[src/rtl/axi_inval_pkg.sv]
// Shared types and helpers for the burst-aware multi-hart invalidation splitter.
// FIFO entries are sized for the widest supported configuration.
package axi_inval_pkg;

  localparam int unsigned MaxAddrW = 64;
  localparam int unsigned MaxNlW   = 32;
  localparam int unsigned MaxHarts = 8;

  typedef struct packed {
    logic [MaxAddrW-1:0] line;
    logic [MaxNlW-1:0]   nlines;
    logic [MaxHarts-1:0] mask;
  } inval_entry_t;

  function automatic int unsigned log2_line(input int unsigned line_bytes);
    return $clog2(line_bytes);
  endfunction

  // Every burst is treated as INCR; FIXED bursts over-invalidate, which is safe.
  function automatic logic [MaxAddrW-1:0] line_count(
    input logic [MaxAddrW-1:0] addr,
    input logic [MaxAddrW-1:0] len,
    input logic [2:0]          size,
    input int unsigned         lg
  );
    logic [MaxAddrW-1:0] bytes;
    logic [MaxAddrW-1:0] last;
    bytes = (len + 64'd1) << size;
    last  = addr + bytes - 64'd1;
    return (last >> lg) - (addr >> lg) + 64'd1;
  endfunction

endpackage

[src/rtl/inval_line_fifo.sv]
// Synchronous FIFO of pending invalidation entries.
// A pop frees its slot in the same cycle, so push is accepted when full and popping.
module inval_line_fifo
  import axi_inval_pkg::*;
#(
  parameter int unsigned Depth = 4
) (
  input  logic         clk_i,
  input  logic         rst_i,
  input  logic         push_i,
  input  inval_entry_t data_i,
  input  logic         pop_i,
  output inval_entry_t data_o,
  output logic         full_o,
  output logic         empty_o
);

  localparam int unsigned PtrW = (Depth > 1) ? $clog2(Depth) : 1;
  localparam int unsigned CntW = $clog2(Depth + 1);

  inval_entry_t    r_mem [Depth];
  logic [PtrW-1:0] r_wr_ptr;
  logic [PtrW-1:0] r_rd_ptr;
  logic [CntW-1:0] r_cnt;
  logic            w_push;
  logic            w_pop;

  function automatic logic [PtrW-1:0] ptr_next(input logic [PtrW-1:0] p);
    return (p == PtrW'(Depth - 1)) ? '0 : p + 1'b1;
  endfunction

  assign empty_o = (r_cnt == '0);
  assign full_o  = (r_cnt == CntW'(Depth));
  assign w_pop   = pop_i & ~empty_o;
  assign w_push  = push_i & (~full_o | w_pop);
  assign data_o  = r_mem[r_rd_ptr];

  always_ff @(posedge clk_i) begin
    if (w_push) begin
      r_mem[r_wr_ptr] <= data_i;
    end
  end

  always_ff @(posedge clk_i) begin
    if (rst_i) begin
      r_wr_ptr <= '0;
      r_rd_ptr <= '0;
      r_cnt    <= '0;
    end else begin
      if (w_push) r_wr_ptr <= ptr_next(r_wr_ptr);
      if (w_pop)  r_rd_ptr <= ptr_next(r_rd_ptr);
      case ({w_push, w_pop})
        2'b10:   r_cnt <= r_cnt + 1'b1;
        2'b01:   r_cnt <= r_cnt - 1'b1;
        default: r_cnt <= r_cnt;
      endcase
    end
  end

endmodule

[src/rtl/axi_inval_splitter_mc.sv]
// Splits vector AW bursts into per-line invalidations broadcast to enabled harts,
// and holds each write's B response until all of its invalidations are acknowledged.
module axi_inval_splitter_mc
  import axi_inval_pkg::*;
#(
  parameter int unsigned NrHarts     = 2,
  parameter int unsigned MaxTxns     = 4,
  parameter int unsigned AddrWidth   = 64,
  parameter int unsigned L1LineBytes = 16,
  parameter int unsigned AxiLenWidth = 8
) (
  input  logic                   clk_i,
  input  logic                   rst_i,
  input  logic [NrHarts-1:0]     en_i,
  input  logic                   slv_aw_valid_i,
  output logic                   slv_aw_ready_o,
  input  logic [AddrWidth-1:0]   slv_aw_addr_i,
  input  logic [AxiLenWidth-1:0] slv_aw_len_i,
  input  logic [2:0]             slv_aw_size_i,
  output logic                   mst_aw_valid_o,
  input  logic                   mst_aw_ready_i,
  input  logic                   mst_b_valid_i,
  output logic                   mst_b_ready_o,
  output logic                   slv_b_valid_o,
  input  logic                   slv_b_ready_i,
  output logic [AddrWidth-1:0]   inval_addr_o,
  output logic [NrHarts-1:0]     inval_valid_o,
  input  logic [NrHarts-1:0]     inval_ready_i
);

  localparam int unsigned Log   = log2_line(L1LineBytes);
  localparam int unsigned NlW   = AxiLenWidth + 8;
  localparam int unsigned CredW = $clog2(MaxTxns + 1);

  typedef enum logic {
    S_IDLE,
    S_ISSUE
  } state_e;

  state_e             r_state, w_state_nx;
  logic [AddrWidth-1:0] r_line, w_line_nx;
  logic [NlW-1:0]     r_left, w_left_nx;
  logic [NrHarts-1:0] r_pending, w_pend_nx;
  logic [CredW-1:0]   r_credit;

  inval_entry_t       w_push_entry;
  inval_entry_t       w_head;
  logic [NlW-1:0]     w_nl;
  logic [NlW-1:0]     w_head_nl;
  logic [NrHarts-1:0] w_head_mask;
  logic [NrHarts-1:0] w_rem;
  logic               w_full;
  logic               w_empty;
  logic               w_push;
  logic               w_pop;
  logic               w_aw_room;
  logic               w_credit_ok;
  logic               w_credit_room;
  logic               w_b_fire;

  // AW pass-through; a pop this cycle frees a slot for the incoming write.
  assign w_aw_room      = ~w_full | w_pop;
  assign mst_aw_valid_o = slv_aw_valid_i & w_aw_room;
  assign slv_aw_ready_o = mst_aw_ready_i & w_aw_room;
  assign w_push         = slv_aw_valid_i & slv_aw_ready_o;

  assign w_nl = NlW'(line_count(MaxAddrW'(slv_aw_addr_i), MaxAddrW'(slv_aw_len_i),
                                slv_aw_size_i, Log));

  always_comb begin
    w_push_entry        = '0;
    w_push_entry.line   = MaxAddrW'(slv_aw_addr_i) >> Log;
    w_push_entry.nlines = (|en_i) ? MaxNlW'(w_nl) : '0;
    w_push_entry.mask   = MaxHarts'(en_i);
  end

  inval_line_fifo #(
    .Depth (MaxTxns)
  ) i_fifo (
    .clk_i   (clk_i),
    .rst_i   (rst_i),
    .push_i  (w_push),
    .data_i  (w_push_entry),
    .pop_i   (w_pop),
    .data_o  (w_head),
    .full_o  (w_full),
    .empty_o (w_empty)
  );

  assign w_head_nl   = NlW'(w_head.nlines);
  assign w_head_mask = NrHarts'(w_head.mask);

  assign w_credit_ok   = (r_credit != '0);
  assign slv_b_valid_o = mst_b_valid_i & w_credit_ok;
  assign mst_b_ready_o = slv_b_ready_i & w_credit_ok;
  assign w_b_fire      = mst_b_valid_i & slv_b_ready_i & w_credit_ok;
  // A completion waits only if the credit counter is saturated and no B drains it.
  assign w_credit_room = (r_credit != CredW'(MaxTxns)) | w_b_fire;

  assign inval_valid_o = r_pending;
  assign inval_addr_o  = (r_state == S_ISSUE) ? (r_line << Log) : '0;
  assign w_rem         = r_pending & ~inval_ready_i;

  always_comb begin
    w_state_nx = r_state;
    w_line_nx  = r_line;
    w_left_nx  = r_left;
    w_pend_nx  = r_pending;
    w_pop      = 1'b0;
    unique case (r_state)
      S_IDLE: begin
        if (!w_empty) begin
          if ((w_head_nl == '0) || (w_head_mask == '0)) begin
            w_pop = w_credit_room;
          end else begin
            w_line_nx  = AddrWidth'(w_head.line);
            w_left_nx  = w_head_nl;
            w_pend_nx  = w_head_mask;
            w_state_nx = S_ISSUE;
          end
        end
      end
      S_ISSUE: begin
        w_pend_nx = w_rem;
        if (w_rem == '0) begin
          if (r_left == NlW'(1)) begin
            if (w_credit_room) begin
              w_pop      = 1'b1;
              w_state_nx = S_IDLE;
            end
          end else begin
            w_line_nx = r_line + 1'b1;
            w_left_nx = r_left - 1'b1;
            w_pend_nx = w_head_mask;
          end
        end
      end
      default: w_state_nx = S_IDLE;
    endcase
  end

  always_ff @(posedge clk_i) begin
    if (rst_i) begin
      r_state   <= S_IDLE;
      r_line    <= '0;
      r_left    <= '0;
      r_pending <= '0;
      r_credit  <= '0;
    end else begin
      r_state   <= w_state_nx;
      r_line    <= w_line_nx;
      r_left    <= w_left_nx;
      r_pending <= w_pend_nx;
      case ({w_pop, w_b_fire})
        2'b10:   r_credit <= r_credit + 1'b1;
        2'b01:   r_credit <= r_credit - 1'b1;
        default: r_credit <= r_credit;
      endcase
    end
  end

endmodule

[config.mk]
export PLATFORM = sky130hd
export DESIGN_NAME = axi_inval_splitter_mc
export DESIGN_NICKNAME = d
export VERILOG_FILES = /design/src/rtl/axi_inval_pkg.sv /design/src/rtl/inval_line_fifo.sv /design/src/rtl/axi_inval_splitter_mc.sv
export SDC_FILE = /design/constraint.sdc
export NUM_CORES = 1
export LEC_CHECK = 0
export ABC_AREA = 0
export CORE_ASPECT_RATIO = 1.1
export CORE_MARGIN = 2
export CORE_UTILIZATION = 30
export CTS_CLUSTER_SIZE = 10
export DETAILED_ROUTE_END_ITERATION = 10
export GPL_ROUTABILITY_DRIVEN = 0
export GPL_TIMING_DRIVEN = 0
export PLACE_DENSITY = 0.52
export SYNTH_ARGS = -nofsm -noshare
export SYNTH_HDL_FRONTEND = slang
export SYNTH_SLANG_ARGS = --single-unit
[constraint.sdc]
create_clock -name clk_i -period 6.9 [get_ports clk_i]
set_clock_uncertainty 0.15 [all_clocks]
set_input_delay 1.38 -clock clk_i [delete_from_list [all_inputs] [get_ports clk_i]]
set_output_delay 1.38 -clock clk_i [all_outputs]
set_load 0.01 [all_outputs]
==> impl_summary.log <==
INFO  metric synth_ff_type = sky130_fd_sc_hd__edfxtp_1
INFO  metric finalWorstSetupSlack = 0.298 ns
INFO  metric design.portCount = ~160
INFO  metric layout_worst_path_cycle_share = a little over nine tenths
INFO  metric synth_edf_count = around 310
INFO  metric worstPathMaxFanout = 10
INFO  metric tritoncts.num_buffers = 47
INFO  metric synth.lib_cells_used.distinct = 70
INFO  metric path_class = primary input to register
INFO  metric vdd.ir_drop.worst = around 0.00016 V
INFO  metric dpl_cells = roughly 2600
INFO  metric area_overhead_vs_synth = 22.0%
INFO  metric maxcap_violations = 0
INFO  metric route.final.wire_length = 58000 um
INFO  metric cts.reportedPaths.clkPinSlew = about 0.05 ns
INFO  metric first_global_vias = around 14000
INFO  metric placement.io_buffers = roughly 150
INFO  metric global_route_wire_length_before_repair = 86600 um
INFO  metric htree_levels = 2
INFO  metric start_util = a little under a third
INFO  metric tritoncts = done
INFO  metric cells_after_synth = about 1600
INFO  metric initial_antenna_violation_count = 2
INFO  metric setup_total_negative_slack = 0 ns
INFO  metric timing_worst_slew_pin_value = between 1 and 1.5 ns
INFO  metric worstHoldPathType = register to register
INFO  metric stdcell_count = between 2000 and 3000
INFO  metric postRouteAntennaNets = 0
INFO  metric post_route_cells_drive_above_1_share = 12.8%
INFO  metric place_ws = -1.47 ns
INFO  metric grtUsageTotal = between 15 and 20%
INFO  metric final_hold_violating_endpoints = 0
INFO  metric coreArea = approximately 0.065 mm2
INFO  metric die_h = between 200 and 300 um
INFO  metric fmaxAchievable = 151 MHz
INFO  metric synthTopCellsByArea = sky130_fd_sc_hd__edfxtp_1 (48%), sky130_fd_sc_hd__dfxtp_1 (9.3%), sky130_fd_sc_hd__mux4_2 (9.0%)
INFO  metric cts-hold-fix-buffers = 0
INFO  metric clockBufferDepth = 3
INFO  metric yosys_register_bits = between 400 and 500
INFO  metric ys_warn_count = 0
INFO  metric layout.nets = around 2000
INFO  metric sink_count_of_the_clock_tree = approximately 400
INFO  metric critical-path-top-delay-family = compound AO/OA/AOI/OAI gates
INFO  metric critPathMostFrequentCell = sky130_fd_sc_hd__ha_1
INFO  metric grt_overflow = 0
INFO  metric firstDrtPassIters = 7
INFO  metric outcome = complete, no violations
INFO  metric wl_per_cell = approximately 22 um
INFO  metric slew_headroom = 26.7%
INFO  metric num_vias = around 14000
INFO  metric drcViolationCount = 0
INFO  metric die_area = between 0.06 and 0.07 mm2
INFO  metric ys_seq_area_share = a little under three fifths
INFO  metric synth_top_area_cell = sky130_fd_sc_hd__edfxtp_1
INFO  metric critPathSlowestCell = sky130_fd_sc_hd__clkdlybuf4s50_1
INFO  metric worst_ep_required_time = between 7 and 8 ns
INFO  metric syn_area_per_cell = between 10 and 15 um2
INFO  metric pin_count_of_the_biggest_net_entering_global_routing = 47
INFO  metric critical_path_buf_inv_count = 6
INFO  metric clock_network_latency_to_the_later_pin_of_the_worst_skew_pair = just under 0.6 ns
INFO  metric power_density = between 200 and 300 mW/mm2
INFO  metric layout_min_cycle_time = roughly 6.6 ns
INFO  metric max_stage_delay = 0.52 ns
INFO  metric number_of_cell_rows = between 90 and 100
INFO  metric syn_area = 0.0196 mm2
INFO  metric viasPerCell = ~5.2
INFO  metric worstSetupStartpointType = primary input
INFO  metric ys_async_sr_fraction = 0%
INFO  metric arrival = slightly below 7 ns
INFO  metric place.detailed.hpwl = 41800 um
INFO  metric die_width = roughly 250 um
INFO  metric detail_route.iter0.violations = 1354
INFO  metric post-synth-top-area-fraction = a little under half
INFO  metric slew_viol_final = 0
INFO  metric power_leakage = approximately 8 nW
INFO  metric clock_tree.root_cell = sky130_fd_sc_hd__clkbuf_16
INFO  metric setup_viol_count_final = 0
INFO  metric endpoint_kind = register
cell usage in the layout, fill, tap and decap left out, types with 7 or more instances in the layout:
cell type                         Yosys  final
sky130_fd_sc_hd__a211oi_1            26     25
sky130_fd_sc_hd__a211oi_2             8      9
sky130_fd_sc_hd__a21o_1              24     24
sky130_fd_sc_hd__a21oi_1             84     80
sky130_fd_sc_hd__a21oi_2              7     11
sky130_fd_sc_hd__a22oi_1             20     20
sky130_fd_sc_hd__a311oi_1             9      9
sky130_fd_sc_hd__and2_1              71     70
sky130_fd_sc_hd__and3_1              13      8
sky130_fd_sc_hd__buf_1                8      8
sky130_fd_sc_hd__buf_2               12     12
sky130_fd_sc_hd__buf_4                4      9
sky130_fd_sc_hd__buf_6                6      7
sky130_fd_sc_hd__clkbuf_1            60     84
sky130_fd_sc_hd__clkbuf_16            0     49
sky130_fd_sc_hd__clkdlybuf4s50_1      0    145
sky130_fd_sc_hd__dfxtp_1             91     91
sky130_fd_sc_hd__edfxtp_1           312    312
sky130_fd_sc_hd__ha_1                72     67
sky130_fd_sc_hd__inv_1               84     84
sky130_fd_sc_hd__mux2i_1             10     10
sky130_fd_sc_hd__mux4_2              78     78
sky130_fd_sc_hd__nand2_1            128    128
sky130_fd_sc_hd__nand2b_1             8      8
sky130_fd_sc_hd__nand3_1             38     38
sky130_fd_sc_hd__nand4_1             19     19
sky130_fd_sc_hd__nor2_1             110    107
sky130_fd_sc_hd__nor2b_1             12     11
sky130_fd_sc_hd__nor3_1              32     30
sky130_fd_sc_hd__nor4_1              15     15
sky130_fd_sc_hd__o21a_1               8      8
sky130_fd_sc_hd__o21ai_0             74     70
sky130_fd_sc_hd__o21ai_1              6     10
sky130_fd_sc_hd__o22ai_1             17     16
sky130_fd_sc_hd__o31ai_1             20     18
sky130_fd_sc_hd__or2_2                9      8
sky130_fd_sc_hd__or3_1               10      9
sky130_fd_sc_hd__xnor2_1              9      9
sky130_fd_sc_hd__xor2_1              17     17
where the power goes:
group,internal (mW),switching (mW)
Sequential,2.86,0.105
Clock,1.35,0.946
Combinational,0.643,0.953
Total,4.86,2.00
registers in the layout (all words and copies together), names as in the netlist, named ones only:
register and flops:
i_fifo.r_mem 312, r_line 60, r_left 16, i_fifo.r_cnt 3, r_credit 3, i_fifo.r_rd_ptr 2, i_fifo.r_wr_ptr 2, inval_valid_o 2
r_state 1
tightest hold or removal path, cell delays in order, from the launching register on:
cell and delay [ns]:
sky130_fd_sc_hd__dfxtp_1 0.32, sky130_fd_sc_hd__o21ai_1 0.07, sky130_fd_sc_hd__a21oi_1 0.06
repair_timing:
item | 4_1_cts | 5_1_grt
endpoints found under the hold margin | 0 | 0
gates resized for setup | 28 | 30
setup buffers | 2 | 3
setup endpoints to repair | 32 | 20
pin swaps | 3 | 10
cells by family after synthesis:
kind of cell | Yosys count | synth area share, %
compound gates | 336 | 11.2
xor+xnor | 27 | 1.28
fa+ha+maj | 75 | 4.90
buf+inv | 175 | 3.79
flops | 403 | 57.0
mux | 90 | 9.58
other cells | 1 | 0.0191
simple gates | 483 | 12.2
synth_stat cells (6+ instances only):
library cell and n:
sky130_fd_sc_hd__nor4_1 15, sky130_fd_sc_hd__a22oi_1 20, sky130_fd_sc_hd__nand3_1 38, sky130_fd_sc_hd__and2_1 71, sky130_fd_sc_hd__a21o_1 24, sky130_fd_sc_hd__a21oi_1 84, sky130_fd_sc_hd__nor2_1 110, sky130_fd_sc_hd__o22ai_1 17
sky130_fd_sc_hd__nand4_1 19, sky130_fd_sc_hd__nor3_1 32, sky130_fd_sc_hd__inv_1 84, sky130_fd_sc_hd__nand2b_1 8, sky130_fd_sc_hd__xor2_1 17, sky130_fd_sc_hd__o21ai_1 6, sky130_fd_sc_hd__mux4_2 78, sky130_fd_sc_hd__a311oi_1 9
sky130_fd_sc_hd__a21oi_2 7, sky130_fd_sc_hd__a211oi_1 26, sky130_fd_sc_hd__mux2i_1 10, sky130_fd_sc_hd__or3_1 10, sky130_fd_sc_hd__a211oi_2 8, sky130_fd_sc_hd__o21ai_0 74, sky130_fd_sc_hd__nand2_1 128, sky130_fd_sc_hd__edfxtp_1 312
sky130_fd_sc_hd__ha_1 72, sky130_fd_sc_hd__clkbuf_1 60, sky130_fd_sc_hd__and3_1 13, sky130_fd_sc_hd__dfxtp_1 91, sky130_fd_sc_hd__buf_1 8, sky130_fd_sc_hd__or2_2 9, sky130_fd_sc_hd__o31ai_1 20, sky130_fd_sc_hd__o21a_1 8
sky130_fd_sc_hd__nor2b_1 12, sky130_fd_sc_hd__buf_2 12, sky130_fd_sc_hd__xnor2_1 9, sky130_fd_sc_hd__buf_6 6
cell type report:
cell class                 instances  area [um2]
clock buffer                      83        1390
buffer                            88         429
fill                            6264       40900
sequential                       403       11200
timing repair buffer             157        1630
inverter                          84         315
antenna                            1        2.50
multi-input combinational       1015        7900
tap                              850        1060
clock inverter                     2        8.76
per-stage QoR:
step,cell area (um2),total power [mW],hold WS (ns),utilization (%)
final,23900,6.86,0.348,36.9
after global routing,23900,7.20,0.372,36.9
after CTS,23800,6.86,0.349,36.7
after detailed placement,22300,4.48,0.342,34.4
after global placement,22200,4.46,0.330,34.2
after floorplan,19600,3.97,0.318,-
worst paths after layout:
kind / start / end / slack (ns) / cells past startpoint
max reg2reg: register / i_fifo.r_cnt[2] / 2.90 / 13
max: slv_aw_size_i[0] / i_fifo.r_mem[0][17] / 0.30 / 28
min reg2reg: r_line[59] / r_line[59] / 0.35 / 2
min: r_line[59] / r_line[59] / 0.35 / 2
per-layer routing:
metal / track usage, % / vias to the layer above / share of wire, %
li1: - / 6416 / -
met1: 22.2 / 6977 / 42
met2: 28.9 / 499 / 49
met3: 2.85 / 111 / 6.3
met4: 5.29 / 4 / 2.9
met5: 0 / - / 0.038
Note: power is estimated with default switching activity, not from simulation.
